File: src/rtl/pipe_ctrl_pkg.sv
// Shared constants and the per-cycle advance decode for the pipeline controller.
// Parameter limits live here so every file agrees on the legal ranges.
package pipe_ctrl_pkg;

    localparam int NSTAGE_MIN  = 3;
    localparam int NSTAGE_MAX  = 8;
    localparam int TIMEOUT_MIN = 1;
    localparam int TIMEOUT_MAX = 65535;
    localparam int IF_STAGE    = 0;
    localparam int CNT_W       = 32;
    localparam int WAIT_W      = 16;

    typedef enum logic [1:0] {
        MODE_RUN,
        MODE_STALL,
        MODE_REDIRECT,
        MODE_FREEZE
    } adv_mode_e;

    // A stall outranks a redirect: the redirect is simply dropped that cycle.
    function automatic adv_mode_e decode_mode(input logic freeze,
                                              input logic stall_req,
                                              input logic redirect);
        if (freeze)
            return MODE_FREEZE;
        else if (stall_req)
            return MODE_STALL;
        else if (redirect)
            return MODE_REDIRECT;
        else
            return MODE_RUN;
    endfunction

endpackage

File: src/rtl/pipe_ctrl_step_sync.sv
// Two-flop synchroniser for the debug step button plus a rising-edge detector
// producing a single-cycle step pulse.
module step_sync (
    input  logic clk,
    input  logic rst,
    input  logic debug_step,
    output logic step_pulse
);

    logic sync_p0;
    logic sync_p1;
    logic sync_p2;

    always_ff @(posedge clk or negedge rst) begin
        if (!rst) begin
            sync_p0 <= 1'b0;
            sync_p1 <= 1'b0;
            sync_p2 <= 1'b0;
        end else begin
            sync_p0 <= debug_step;
            sync_p1 <= sync_p0;
            sync_p2 <= sync_p1;
        end
    end

    assign step_pulse = sync_p1 & ~sync_p2;

endmodule

File: src/rtl/pipe_ctrl.sv
// In-order pipeline controller: per-stage load enables and bubble inserts for
// load-use stalls, branch redirects, memory wait, single-step debug and timeout.
module pipe_ctrl
    import pipe_ctrl_pkg::*;
#(
    parameter int NSTAGE    = 5,
    parameter int HAZ_STAGE = 1,
    parameter int BR_STAGE  = 1,
    parameter int TIMEOUT   = 255
) (
    input  logic              clk,
    input  logic              rst,
    input  logic              stall_req,
    input  logic              redirect,
    input  logic              mem_req,
    input  logic              mem_ack,
    input  logic              debug_en,
    input  logic              debug_step,
    output logic [NSTAGE-1:0] stage_en,
    output logic [NSTAGE-1:0] stage_flush,
    output logic [NSTAGE-1:0] stage_valid,
    output logic [CNT_W-1:0]  stall_cnt,
    output logic [CNT_W-1:0]  flush_cnt,
    output logic              err_timeout
);

    logic              step_pulse;
    logic              mem_wait;
    logic              freeze;
    adv_mode_e         mode;
    logic [WAIT_W-1:0] wait_cnt;
    logic [NSTAGE-1:0] valid_in;

    step_sync u_step_sync (
        .clk        (clk),
        .rst        (rst),
        .debug_step (debug_step),
        .step_pulse (step_pulse)
    );

    assign mem_wait = mem_req & ~mem_ack;
    assign freeze   = mem_wait | (debug_en & ~step_pulse) | err_timeout;
    assign mode     = decode_mode(freeze, stall_req, redirect);

    // Stage 0 always fetches a real instruction; others inherit from below.
    assign valid_in = {stage_valid[NSTAGE-2:0], 1'b1};

    always_comb begin
        stage_en    = '0;
        stage_flush = '0;
        if (!rst) begin
            stage_flush = '1;
        end else begin
            case (mode)
                MODE_STALL: begin
                    for (int i = 0; i < NSTAGE; i++) begin
                        stage_en[i]    = (i > HAZ_STAGE);
                        stage_flush[i] = (i == HAZ_STAGE + 1);
                    end
                end
                MODE_REDIRECT: begin
                    stage_en = '1;
                    for (int i = 0; i < NSTAGE; i++)
                        stage_flush[i] = (i > IF_STAGE) && (i <= BR_STAGE);
                end
                MODE_RUN: stage_en = '1;
                default: begin
                    stage_en    = '0;
                    stage_flush = '0;
                end
            endcase
        end
    end

    always_ff @(posedge clk or negedge rst) begin
        if (!rst) begin
            stage_valid <= '0;
        end else begin
            for (int i = 0; i < NSTAGE; i++)
                if (stage_en[i])
                    stage_valid[i] <= stage_flush[i] ? 1'b0 : valid_in[i];
        end
    end

    always_ff @(posedge clk or negedge rst) begin
        if (!rst) begin
            stall_cnt <= '0;
            flush_cnt <= '0;
        end else begin
            if (mode == MODE_STALL)
                stall_cnt <= stall_cnt + CNT_W'(1);
            if (mode == MODE_REDIRECT)
                flush_cnt <= flush_cnt + CNT_W'(1);
        end
    end

    // The wait counter saturates at TIMEOUT; the error flag is sticky until reset.
    always_ff @(posedge clk or negedge rst) begin
        if (!rst) begin
            wait_cnt    <= '0;
            err_timeout <= 1'b0;
        end else if (mem_wait) begin
            if (wait_cnt != WAIT_W'(TIMEOUT))
                wait_cnt <= wait_cnt + WAIT_W'(1);
            if (wait_cnt == WAIT_W'(TIMEOUT - 1))
                err_timeout <= 1'b1;
        end else begin
            wait_cnt <= '0;
        end
    end

endmodule
File: config.mk
export PLATFORM = sky130hd
export DESIGN_NAME = pipe_ctrl
export DESIGN_NICKNAME = d
export VERILOG_FILES = /design/src/rtl/pipe_ctrl_pkg.sv /design/src/rtl/pipe_ctrl_step_sync.sv /design/src/rtl/pipe_ctrl.sv
export SDC_FILE = /design/constraint.sdc
export NUM_CORES = 1
export LEC_CHECK = 0
export BUFFER_PORTS_ARGS = -buffer_cell sky130_fd_sc_hd__buf_2
export CAP_MARGIN = 10
export CORE_ASPECT_RATIO = 1.4
export CORE_UTILIZATION = 40
export DETAILED_ROUTE_END_ITERATION = 16
export SLEW_MARGIN = 25
export SYNTH_ARGS = -nofsm -noshare
export SYNTH_HDL_FRONTEND = slang
export SYNTH_HIERARCHICAL = 1
export SYNTH_SLANG_ARGS = --single-unit
File: constraint.sdc
create_clock -name clk -period 5.8 [get_ports clk]
set_clock_uncertainty 0.2 [all_clocks]
set_input_delay 0.58 -clock clk [delete_from_list [all_inputs] [get_ports clk]]
set_output_delay 0.58 -clock clk [all_outputs]
set_load 0.02 [all_outputs]
==> results of run 1 <==
==> through the flow <==
stage	instances	power [uW]	hold slack (ns)	instance area (um^2)
6_report	615	1450	0.006774	4930
5_1_grt	615	1520	0.03925	4930
4_1_cts	615	1469	0.01671	4930
3_5_place_dp	599	928.8	0.1370	4653
3_3_place_gp	599	922.9	0.1423	4653
2_1_floorplan	385	838.1	0.08441	4091
==> sequential cells by signal, indices dropped and copies added, names as in the netlist <==
register             cells
u_step_sync/sync_p2      1
err_timeout              1
u_step_sync/sync_p0      1
stage_valid              5
u_step_sync/sync_p1      1
stall_cnt               32
flush_cnt               32
wait_cnt                16
==> routing by layer <==
layer | up-vias | wire length [um]
li1 | 1471 | -
met1 | 1503 | 3873
met2 | 61 | 4218
met3 | 6 | 343
met4 | 0 | 102
met5 | - | 0
==> power groups by stage <==
stage / combinational (uW) / sequential, uW / clock [uW]
final: 193 / 722 / 535
after global routing: 213 / 729 / 578
after CTS: 196 / 722 / 550
after detailed placement: 196 / 733 / 0
after global placement: 192 / 731 / 0
after floorplan: 70.6 / 767 / 0
==> layout by cell type, fill, tap and decap left out, types with 2 or more instances in the layout <==
master	n
sky130_fd_sc_hd__dfrtp_1	89
sky130_fd_sc_hd__buf_2	86
sky130_fd_sc_hd__nor2_1	44
sky130_fd_sc_hd__xor2_1	39
sky130_fd_sc_hd__nand2_1	36
sky130_fd_sc_hd__xnor2_1	36
sky130_fd_sc_hd__nand3_1	25
sky130_fd_sc_hd__nand4_1	22
sky130_fd_sc_hd__nor3_1	12
sky130_fd_sc_hd__inv_1	11
sky130_fd_sc_hd__and3_1	9
sky130_fd_sc_hd__clkbuf_16	9
sky130_fd_sc_hd__and2_1	6
sky130_fd_sc_hd__and4_1	4
sky130_fd_sc_hd__nand2b_1	4
sky130_fd_sc_hd__ha_1	4
sky130_fd_sc_hd__buf_4	4
sky130_fd_sc_hd__nor2b_1	3
sky130_fd_sc_hd__mux2_1	3
sky130_fd_sc_hd__nor4_1	3
sky130_fd_sc_hd__o21ai_1	3
sky130_fd_sc_hd__clkbuf_1	3
sky130_fd_sc_hd__or4_1	2
sky130_fd_sc_hd__clkbuf_8	2
==> area by class of cell <==
type / count / share of cell area
sequential: 89 / 0.4518
multi-input combinational: 272 / 0.3546
timing repair buffer: 90 / 0.09340
clock buffer: 14 / 0.05355
tap: 135 / 0.03426
inverter: 13 / 0.009898
clock inverter: 2 / 0.002538
==> logic make-up (layout without fill, tap and decap cells) <==
group           Yosys count  after routing  share of synthesized area
compound gates            8              8                    0.01284
xor+xnor                 75             75                     0.1606
fa+ha+maj                 4              4                    0.01223
buf+inv                  24            119                    0.02844
flops                    89             89                     0.5443
mux                       5              5                    0.01345
simple gates            180            180                     0.2281
==> worst register-to-register path, delay by kind of cell (launching register included) <==
kind	cells	cell delay (ns)
and+or+nand+nor	4	1.42
xor gates and xnor gates	1	0.17
DFF	1	0.45
==> worst paths after layout <==
| path | slack (ns) | startpoint | depth (start not counted) | endpoint |
|---|---|---|---|---|
| worst max-delay path | 3.07 | mem_req | 7 | stage_en[0] |
| worst min-delay path | 0.007 | rst | 1 | stall_cnt[19] |
| worst min register to register | 0.15 | u_step_sync/sync_p0 | 0 | u_step_sync/sync_p1 |
| worst max register to register | 3.49 | stall_cnt[9] | 5 | stall_cnt[18] |
| min in group clk | 0.15 | u_step_sync/sync_p0 | 0 | u_step_sync/sync_p1 |
| max in group asynchronous | 4.61 | rst | 2 | flush_cnt[5] |
==> flow_summary.yaml, run 1 <==
route:
  remaining_drc_errors: 0
  ant_nets: 0
  drt-vias-per-instance: 4.945
  firstDrtPassIters: 4
  first_iter_violations: 134
  postRouteWirelength_um: 8537
  routed-via-count: 3041
  wl_per_cell_um: 13.88
logic_synthesis:
  total_standard_cell_area_after_synthesis_um2: 4091
  synth-edff-count: 0
  ys_top_cells_by_count: "89 x sky130_fd_sc_hd__dfrtp_1, 44 x sky130_fd_sc_hd__nor2_1, 39 x sky130_fd_sc_hd__xor2_1"
  ys_seq_area_frac: 0.5443
  synth.top_cell.area_share: 0.5443
  synth.most_common_cell: "sky130_fd_sc_hd__dfrtp_1"
  postSynthAreaPerCell_um2: 10.63
  yosys_register_bits: 89
  synth.top_cells.by_area: "sky130_fd_sc_hd__dfrtp_1 54%, sky130_fd_sc_hd__xor2_1 8.3%, sky130_fd_sc_hd__xnor2_1 7.7%"
  distinct_cell_type_count_after_synthesis: 41
  async_flop_share: 1.000
  yosysWarningCount: 6
  netlist_instances: 385
  synth-main-ff-cell: "sky130_fd_sc_hd__dfrtp_1"
  syn_nets: 397
  library_cell_occupying_the_most_area_in_the_post_synthesis_netlist: "sky130_fd_sc_hd__dfrtp_1"
power:
  share_seq_of_total_power: 0.498
  irDropWorstVdd_mv: 0.1882
  pwr-share-comb: 0.133
  power.clock.fraction: 0.369
  p_per_area_nw_per_um2: 294.1
  internal_power_uw: 1047
  power.share.switching: 0.2780
  netSwitchingPower_uw: 403.0
  p_leak_uw: 0.002511
cells_and_area:
  multi_input_gate_area_in_the_final_layout_um2: 1748
  num_antenna_cells: 0
  drive_gt1_frac: 0.2313
  area_growth_pct: 20.49
  regArea_um2: 2227
  final_core_utilization: 0.4980
  fillCellCount: 986
  final_nets: 487
setup_path:
  cp.buffers_inverters: 3
  timing.critical_path.required_ns: 5.02
  critical-path-top-delay-family: "simple AND/OR/NAND/NOR gates"
  worstSetupEndpointType: "primary output"
  path_class: "in -> out"
  slowest_stage: "sky130_fd_sc_hd__nor2b_1"
  worst-path-max-fanout: 11
  crit_top_cell: "sky130_fd_sc_hd__buf_2"
  startpoint_type: "input pin"
  timing.critical_path.arrival_ns: 1.95
  slowest_delay_ns: 0.47
  timing.critical_path.cells: "buf_2, nor2b_1, nor3_1, buf_4, nand2_1, nor2_1, buf_2"
global_route:
  first_pass_grt_wire_length_um: 14240
  global_route.peak_usage_layer: "met2"
  track_usage: 0.1747
  global_route.usage.met1: 0.2235
  antenna_found_initial: 0
  gr-usage-met2: 0.2866
  grt.met3_usage: 0.04133
  largest_net_degree_at_the_start_of_global_routing: 38
  grt_overflow: 0
  vias_in_the_first_global_route: 2982
timing:
  post-route-period-util: 0.4706
  setup-violations-final: 0
  rsz_0062_raised_after_global_routing: "no"
  worst_slew_margin_relative_to_its_limit: 0.5334
  final.setup.tns_ns: 0
  timing_hold_violations_final: 0
  worst_pin_slew_ns: 0.6941
  min_period_ns: 2.729
  worst_path_setup_slack_after_routing_ns: 3.071
  highest_clock_rate_mhz: 366.4
  final_max_slew_viol_count: 0
clock_network:
  cts_hold_repair.buffers: 0
  clkLatencyLatePin_ns: 0.33
  clk_path_buf_depth: 2
  cts-htree-levels: 3
  cts_tree: "done"
  post_cts_resized: 0
  cts.clk_slew.worst_paths_ns: 0.06
  cts.root.buffer_cell: "sky130_fd_sc_hd__clkbuf_16"
  number_of_clock_buffers_inserted_by_tritoncts: 9
  clkSinkCount: 89
  post-cts-setup-buffers: 0
placement:
  gp_congestion: 0.7557
  io_buffer_count: 87
  dpl.hpwl_um: 6238
  worst_setup_slack_after_placement_ns: 3.070
floorplanning:
  floorplan.io_pins: 88
  design.core.area_um2: 9899
  floorplan.rows: 43
  initial_utilization: 0.4133
  chipWidth_um: 87.48
  die_y_um: 121.7
  area_of_the_die_um2: 10640
status:
  run_status: "completed"
hold_path:
  hold_path.class: "in -> async"
run:
  cap_violations: 0
Power figures use the tool's default switching activity.
==> run 2: changes to the inputs <==
==> constraint.sdc (replaced) <==
create_clock -name clk -period 2.75 [get_ports clk]
set_clock_uncertainty 0.2 [all_clocks]
set_input_delay 0.275 -clock clk [delete_from_list [all_inputs] [get_ports clk]]
set_output_delay 0.275 -clock clk [all_outputs]
set_load 0.02 [all_outputs]
==> run 2 against run 1 <==
Sequential power is 110% higher. Via count rose by 1.1%. Total power rose by 110%. Non-clock buffer count increased by 7. Combinational power rose by 120%. First-iteration DRC count grew 12%. Hold slack better by 0.12 ns. Critical endpoint unchanged.
==> flow_summary.yaml, run 2 (synthesized netlist as in run 1, its figures left out) <==
cells_and_area:
  layout_top_registers: "flush_cnt (32), stall_cnt (32), wait_cnt (16)"
  fillCellCount: 998
  most_common_library_cell_in_the_layout_ignoring_fill_and_taps: "sky130_fd_sc_hd__dfrtp_1"
  num_antenna_cells: 0
  multi_input_gate_area_in_the_final_layout_um2: 1748
  final_nets: 494
  mostFrequentLayoutCells: "89 x sky130_fd_sc_hd__dfrtp_1, 86 x sky130_fd_sc_hd__buf_2, 44 x sky130_fd_sc_hd__nor2_1, 39 x sky130_fd_sc_hd__xor2_1"
  area_growth_pct: 21.90
  regArea_um2: 2227
  final_cell_area_um2: 4987
  drive_gt1_frac: 0.2366
power:
  irDropWorstVdd_mv: 0.4058
  p_per_area_nw_per_um2: 616.8
  p_leak_uw: 0.002546
  finalPower_uw: 3076
route:
  routed-via-count: 3074
  wl_met2_um: 4339
  firstDrtPassIters: 4
  first_iter_violations: 150
  met3_length_um: 435
  postRouteWirelength_um: 8804
  drt-vias-per-instance: 4.950
  routed.top_layer: "met4"
  ant_nets: 0
  remaining_drc_errors: 0
  drt-met1-wl_um: 3831
  wl_per_cell_um: 14.18
timing:
  highest_clock_rate_mhz: 402.2
  min_period_ns: 2.487
  timing_hold_violations_final: 0
  final.setup.tns_ns: 0
  post-route-period-util: 0.9042
  final_max_slew_viol_count: 0
  worst_path_setup_slack_after_routing_ns: 0.2635
  worst_pin_slew_ns: 0.5806
  worst_slew_margin_relative_to_its_limit: 0.6129
  setup-violations-final: 0
  rsz_0062_raised_after_global_routing: "no"
clock_network:
  cts.clk_slew.worst_paths_ns: 0.06
  clkLatencyLatePin_ns: 0.33
  cts_tree: "done"
  cts-htree-levels: 3
  clkSinkCount: 89
  number_of_clock_buffers_inserted_by_tritoncts: 9
  cts.root.buffer_cell: "sky130_fd_sc_hd__clkbuf_16"
  post-cts-setup-buffers: 0
  clk_path_buf_depth: 2
setup_path:
  rrSetupSlack_ns: 0.47
  timing.critical_path.required_ns: 2.28
  timing.critical_path.arrival_ns: 2.01
  path_class: "reg -> out"
  timing.critical_path.cells: "nor2b_4, nor2b_1, nor3_1, buf_4, nand2_1, nor2_1, buf_2"
  worstSetupEndpointType: "primary output"
  slowest_stage: "sky130_fd_sc_hd__dfrtp_1"
  worstReg2RegEnd: "wait_cnt[6]"
  critical_path.reg2reg.startpoint: "wait_cnt[8]"
  startpoint_type: "flop"
  worst-path-max-fanout: 9
  critical-path-top-delay-family: "simple AND/OR/NAND/NOR gates"
  timing.reg2reg.worst_path_depth: 5
  slowest_delay_ns: 0.39
  cp.buffers_inverters: 2
hold_path:
  timing.hold.worst.start: "stall_req"
  hold-path-cell-count: 3
  holdPathEnd: "stage_valid[0]"
  hold_path.class: "in -> reg"
placement:
  worst_setup_slack_after_placement_ns: 0.4566
  io_buffer_count: 87
  dpl.hpwl_um: 6522
  gp_congestion: 0.7809
  placed_cell_area_um2: 4683
floorplanning:
  initial_utilization: 0.4133
  floorplan.io_pins: 88
  floorplan.rows: 43
  design.core.area_um2: 9899
  chipWidth_um: 87.48
  die_y_um: 121.7
  area_of_the_die_um2: 10640
global_route:
  first_pass_grt_wire_length_um: 15080
  grt_overflow: 0
  track_usage: 0.1833
  largest_net_degree_at_the_start_of_global_routing: 40
  antenna_found_initial: 0
  vias_in_the_first_global_route: 3098
status:
  run_status: "completed"
run:
  cap_violations: 0
[run 2: cell types whose count changed in the layout (fill, tap and decap cells not counted)]
| cell | delta |
|---|---|
| sky130_fd_sc_hd__clkinv_4 | +1 |
| sky130_fd_sc_hd__clkbuf_1 | -1 |
| sky130_fd_sc_hd__clkinvlp_4 | -1 |
| sky130_fd_sc_hd__buf_4 | +4 |
| sky130_fd_sc_hd__dlygate4sd3_1 | +3 |
[run 2: cell type report]
| cell class | instances | area share |
|---|---|---|
| Clock buffer | 13 | 0.05218 |
| Clock inverter | 2 | 0.002760 |
| Sequential cell | 89 | 0.4466 |
| Timing Repair Buffer | 97 | 0.1044 |
| Inverter | 13 | 0.009784 |
| Tap cell | 135 | 0.03387 |
| Multi-Input combinational cell | 272 | 0.3505 |
[run 2: per-stage QoR]
step | hold WS, ns | instances | utilization
floorplan | -0.2206 | 385 | -
global placement | 0.1431 | 603 | 0.4731
detailed placement | 0.1402 | 603 | 0.4731
CTS | 0.1115 | 621 | 0.5038
global route | 0.1482 | 621 | 0.5038
finish | 0.1222 | 621 | 0.5038
[run 2: layer usage]
layer / GRT usage / vias to the layer above
met5: 0 / -
met4: 0.08709 / 0
met3: 0.04065 / 12
met2: 0.2891 / 65
met1: 0.2380 / 1505
li1: - / 1492
[run 2: report_power, final]
| group | internal, uW | switching [uW] |
|---|---|---|
| Clock | 658 | 479 |
| Sequential | 1400 | 114 |
| Combinational | 158 | 269 |
| Total | 2210 | 862 |
[run 2: worst max path at each step]
| stage | startpoint | depth (start not counted) | end | slack (ns) |
|---|---|---|---|---|
| 6_report | u_step_sync/sync_p2 | 7 | stage_en[0] | 0.26 |
| 5_1_grt | u_step_sync/sync_p2 | 7 | stage_en[0] | 0.12 |
| 4_1_cts | u_step_sync/sync_p2 | 7 | stage_en[0] | 0.26 |
| 3_5_place_dp | wait_cnt[8] | 5 | wait_cnt[6] | 0.46 |
| 3_3_place_gp | wait_cnt[8] | 5 | wait_cnt[6] | 0.52 |
| 2_1_floorplan | u_step_sync/sync_p2 | 7 | stage_en[1] | 0.48 |
[run 2: tightest hold or removal path, stage by stage]
cell and delay, ns:
sky130_fd_sc_hd__buf_2 0.10, sky130_fd_sc_hd__buf_4 0.16, sky130_fd_sc_hd__o21ai_1 0.08
[run 2: repair_timing]
item,in CTS,in global routing
hold buffers,3,0
endpoints found under the hold margin,60,0
resized for setup,0,0
==> run 3: changes to the inputs <==
--- a/config.mk
+++ b/config.mk
@@ -7,9 +7,10 @@
 export LEC_CHECK = 0
 export BUFFER_PORTS_ARGS = -buffer_cell sky130_fd_sc_hd__buf_2
 export CAP_MARGIN = 10
-export CORE_ASPECT_RATIO = 1.4
+export CORE_ASPECT_RATIO = 1.2
 export CORE_UTILIZATION = 40
 export DETAILED_ROUTE_END_ITERATION = 16
+export MAX_ROUTING_LAYER = met4
 export SLEW_MARGIN = 25
 export SYNTH_ARGS = -nofsm -noshare
 export SYNTH_HDL_FRONTEND = slang
==> run 3 against run 2 <==
Maximum frequency down 1.3%. Largest cell class unchanged. Register-to-register slack worse by 0.09 ns. Hold slack lost 0.035 ns. Global-route usage fell by 0.077 points. Combinational power shrank 3%. Sequential share of layout area is 0.25 points lower. Core utilization about the same. Critical path type unchanged. Non-clock buffer count down 2. Critical path depth fell by 1. Design area is 0.55% higher. Via count is 0.20% higher.
==> flow_summary.yaml, run 3 (synthesized netlist as in run 1, its figures left out) <==
setup_path:
  rrSetupSlack_ns: 0.38
  slowest_delay_ns: 0.42
  path_class: "reg -> out"
  timing.reg2reg.worst_path_depth: 5
  timing.critical_path.arrival_ns: 2.04
  startpoint_type: "flop"
  crit_end: "stage_en[1]"
  worst-path-max-fanout: 9
  critical_path.reg2reg.startpoint: "flush_cnt[7]"
  worstReg2RegEnd: "flush_cnt[28]"
  crit_path_start: "u_step_sync/sync_p2"
  timing.critical_path.required_ns: 2.28
  slowest_stage: "sky130_fd_sc_hd__nor3_2"
  timing.critical_path.cells: "nor2b_4, nor2b_1, nor3_2, nand2_1, nor2_1, buf_2"
  worstSetupEndpointType: "primary output"
floorplanning:
  die_y_um: 112.8
  floorplan.io_pins: 88
  floorplan.rows: 40
  chipWidth_um: 94.33
  initial_utilization: 0.4108
  area_of_the_die_um2: 10640
  design.core.area_um2: 9960
timing:
  setup-violations-final: 0
  min_period_ns: 2.519
  final_max_slew_viol_count: 0
  worst_slew_margin_relative_to_its_limit: 0.5763
  worst_path_setup_slack_after_routing_ns: 0.2312
  highest_clock_rate_mhz: 397.0
  rsz_0062_raised_after_global_routing: "no"
  worst_pin_slew_ns: 0.6303
  timing_hold_violations_final: 0
  post-route-period-util: 0.9159
  hold_ws_ns: 0.08766
  final.setup.tns_ns: 0
global_route:
  largest_net_degree_at_the_start_of_global_routing: 49
  grt.met3_usage: 0.03831
  grt_overflow: 0
  vias_in_the_first_global_route: 3007
  global_route.usage.met1: 0.2351
  antenna_found_initial: 0
  gr-usage-met2: 0.2812
  global_route.peak_usage_layer: "met2"
  first_pass_grt_wire_length_um: 14530
  track_usage: 0.1825
cells_and_area:
  area_growth_pct: 22.57
  final_nets: 492
  num_antenna_cells: 0
  layout_top_registers: "flush_cnt (32), stall_cnt (32), wait_cnt (16)"
  fillCellCount: 951
  final_cell_count_no_fill: 611
  most_common_library_cell_in_the_layout_ignoring_fill_and_taps: "sky130_fd_sc_hd__dfrtp_1"
  mostFrequentLayoutCells: "89 x sky130_fd_sc_hd__dfrtp_1, 86 x sky130_fd_sc_hd__buf_2, 44 x sky130_fd_sc_hd__nor2_1, 39 x sky130_fd_sc_hd__xor2_1"
  drive_gt1_frac: 0.2371
route:
  remaining_drc_errors: 0
  first_iter_violations: 120
  routed-via-count: 3080
  ant_nets: 0
  postRouteWirelength_um: 8718
  firstDrtPassIters: 4
  wl_per_cell_um: 14.27
  drt-vias-per-instance: 5.041
power:
  finalPower_uw: 3242
  p_per_area_nw_per_um2: 646.5
  p_leak_uw: 0.002556
  irDropWorstVdd_mv: 0.3405
clock_network:
  cts.clk_slew.worst_paths_ns: 0.06
  cts.root.buffer_cell: "sky130_fd_sc_hd__clkbuf_16"
  number_of_clock_buffers_inserted_by_tritoncts: 9
  post-cts-setup-buffers: 0
  cts_tree: "done"
  clk_path_buf_depth: 2
  clkSinkCount: 89
  cts-htree-levels: 3
  clkLatencyLatePin_ns: 0.33
placement:
  dpl.hpwl_um: 6382
  gp_congestion: 0.8282
  io_buffer_count: 87
  post-place-cells: 592
  worst_setup_slack_after_placement_ns: 0.2214
run:
  cap_violations: 0
status:
  run_status: "completed"
hold_path:
  hold_path.class: "in -> reg"
## run 3: changes by cell type in the layout (fill, tap and decap cells not counted), sizes merged
cell      before  now
clkinv         3    2
clkbuf        13   12
bufinv         0    2
buf           94   92
clkinvlp       0    1
## run 3: cell type report
cell class	instances	area (um^2)	area share
Clock buffer	12	246.5	0.04915
Clock inverter	4	76.32	0.01522
Inverter	13	48.80	0.009731
Multi-Input combinational cell	272	1753	0.3496
Sequential cell	89	2227	0.4441
Tap cell	126	157.7	0.03144
Timing Repair Buffer	95	505.5	0.1008
## run 3: critical path: cells and delay by family (launching register included)
family / cells / cell delay (ns)
and+or+nand+nor: 5 / 1.13
DFF: 1 / 0.39
buffers and inverters: 1 / 0.19
## run 3: stage by stage
step                      instance area, um^2  utilization
after floorplan                          4091            -
after global placement                   4657       0.4676
after detailed placement                 4657       0.4676
after CTS                                5015       0.5035
after global routing                     5015       0.5035
final                                    5015       0.5035
## run 3: per-layer routing
metal / wire length (um) / part of all wire / vias to the layer above
met5: 0 / 0 / -
li1: - / - / 1485
met2: 4239 / 0.49 / 59
met3: 314 / 0.036 / 8
met1: 4037 / 0.46 / 1528
met4: 126 / 0.014 / 0
## run 3: power by group
group	switching, uW	leakage [uW]	internal [uW]
registers	118	0.00119	1400
clock network	489	0.000153	823
logic	262	0.00121	153
total	868	0.00256	2370
## run 3: how the worst min path moves through the flow
| stage | start | to | slack [ns] | cells past startpoint |
|---|---|---|---|---|
| final | stall_req | stage_valid[0] | 0.09 | 2 |
| after global routing | stall_req | stage_valid[0] | 0.1 | 2 |
| after CTS | stall_req | stage_valid[0] | 0.08 | 2 |
| after detailed placement | rst | stall_cnt[20] | -0.009 | 1 |
| after global placement | rst | stall_cnt[23] | -0.01 | 1 |
| after floorplan | rst | err_timeout | -0.22 | 0 |
## run 3: repair_timing
item,in CTS,in global routing
gates resized for setup,1,0
hold buffers,3,0
setup endpoints to repair,5,0
endpoints found under the hold margin,43,0
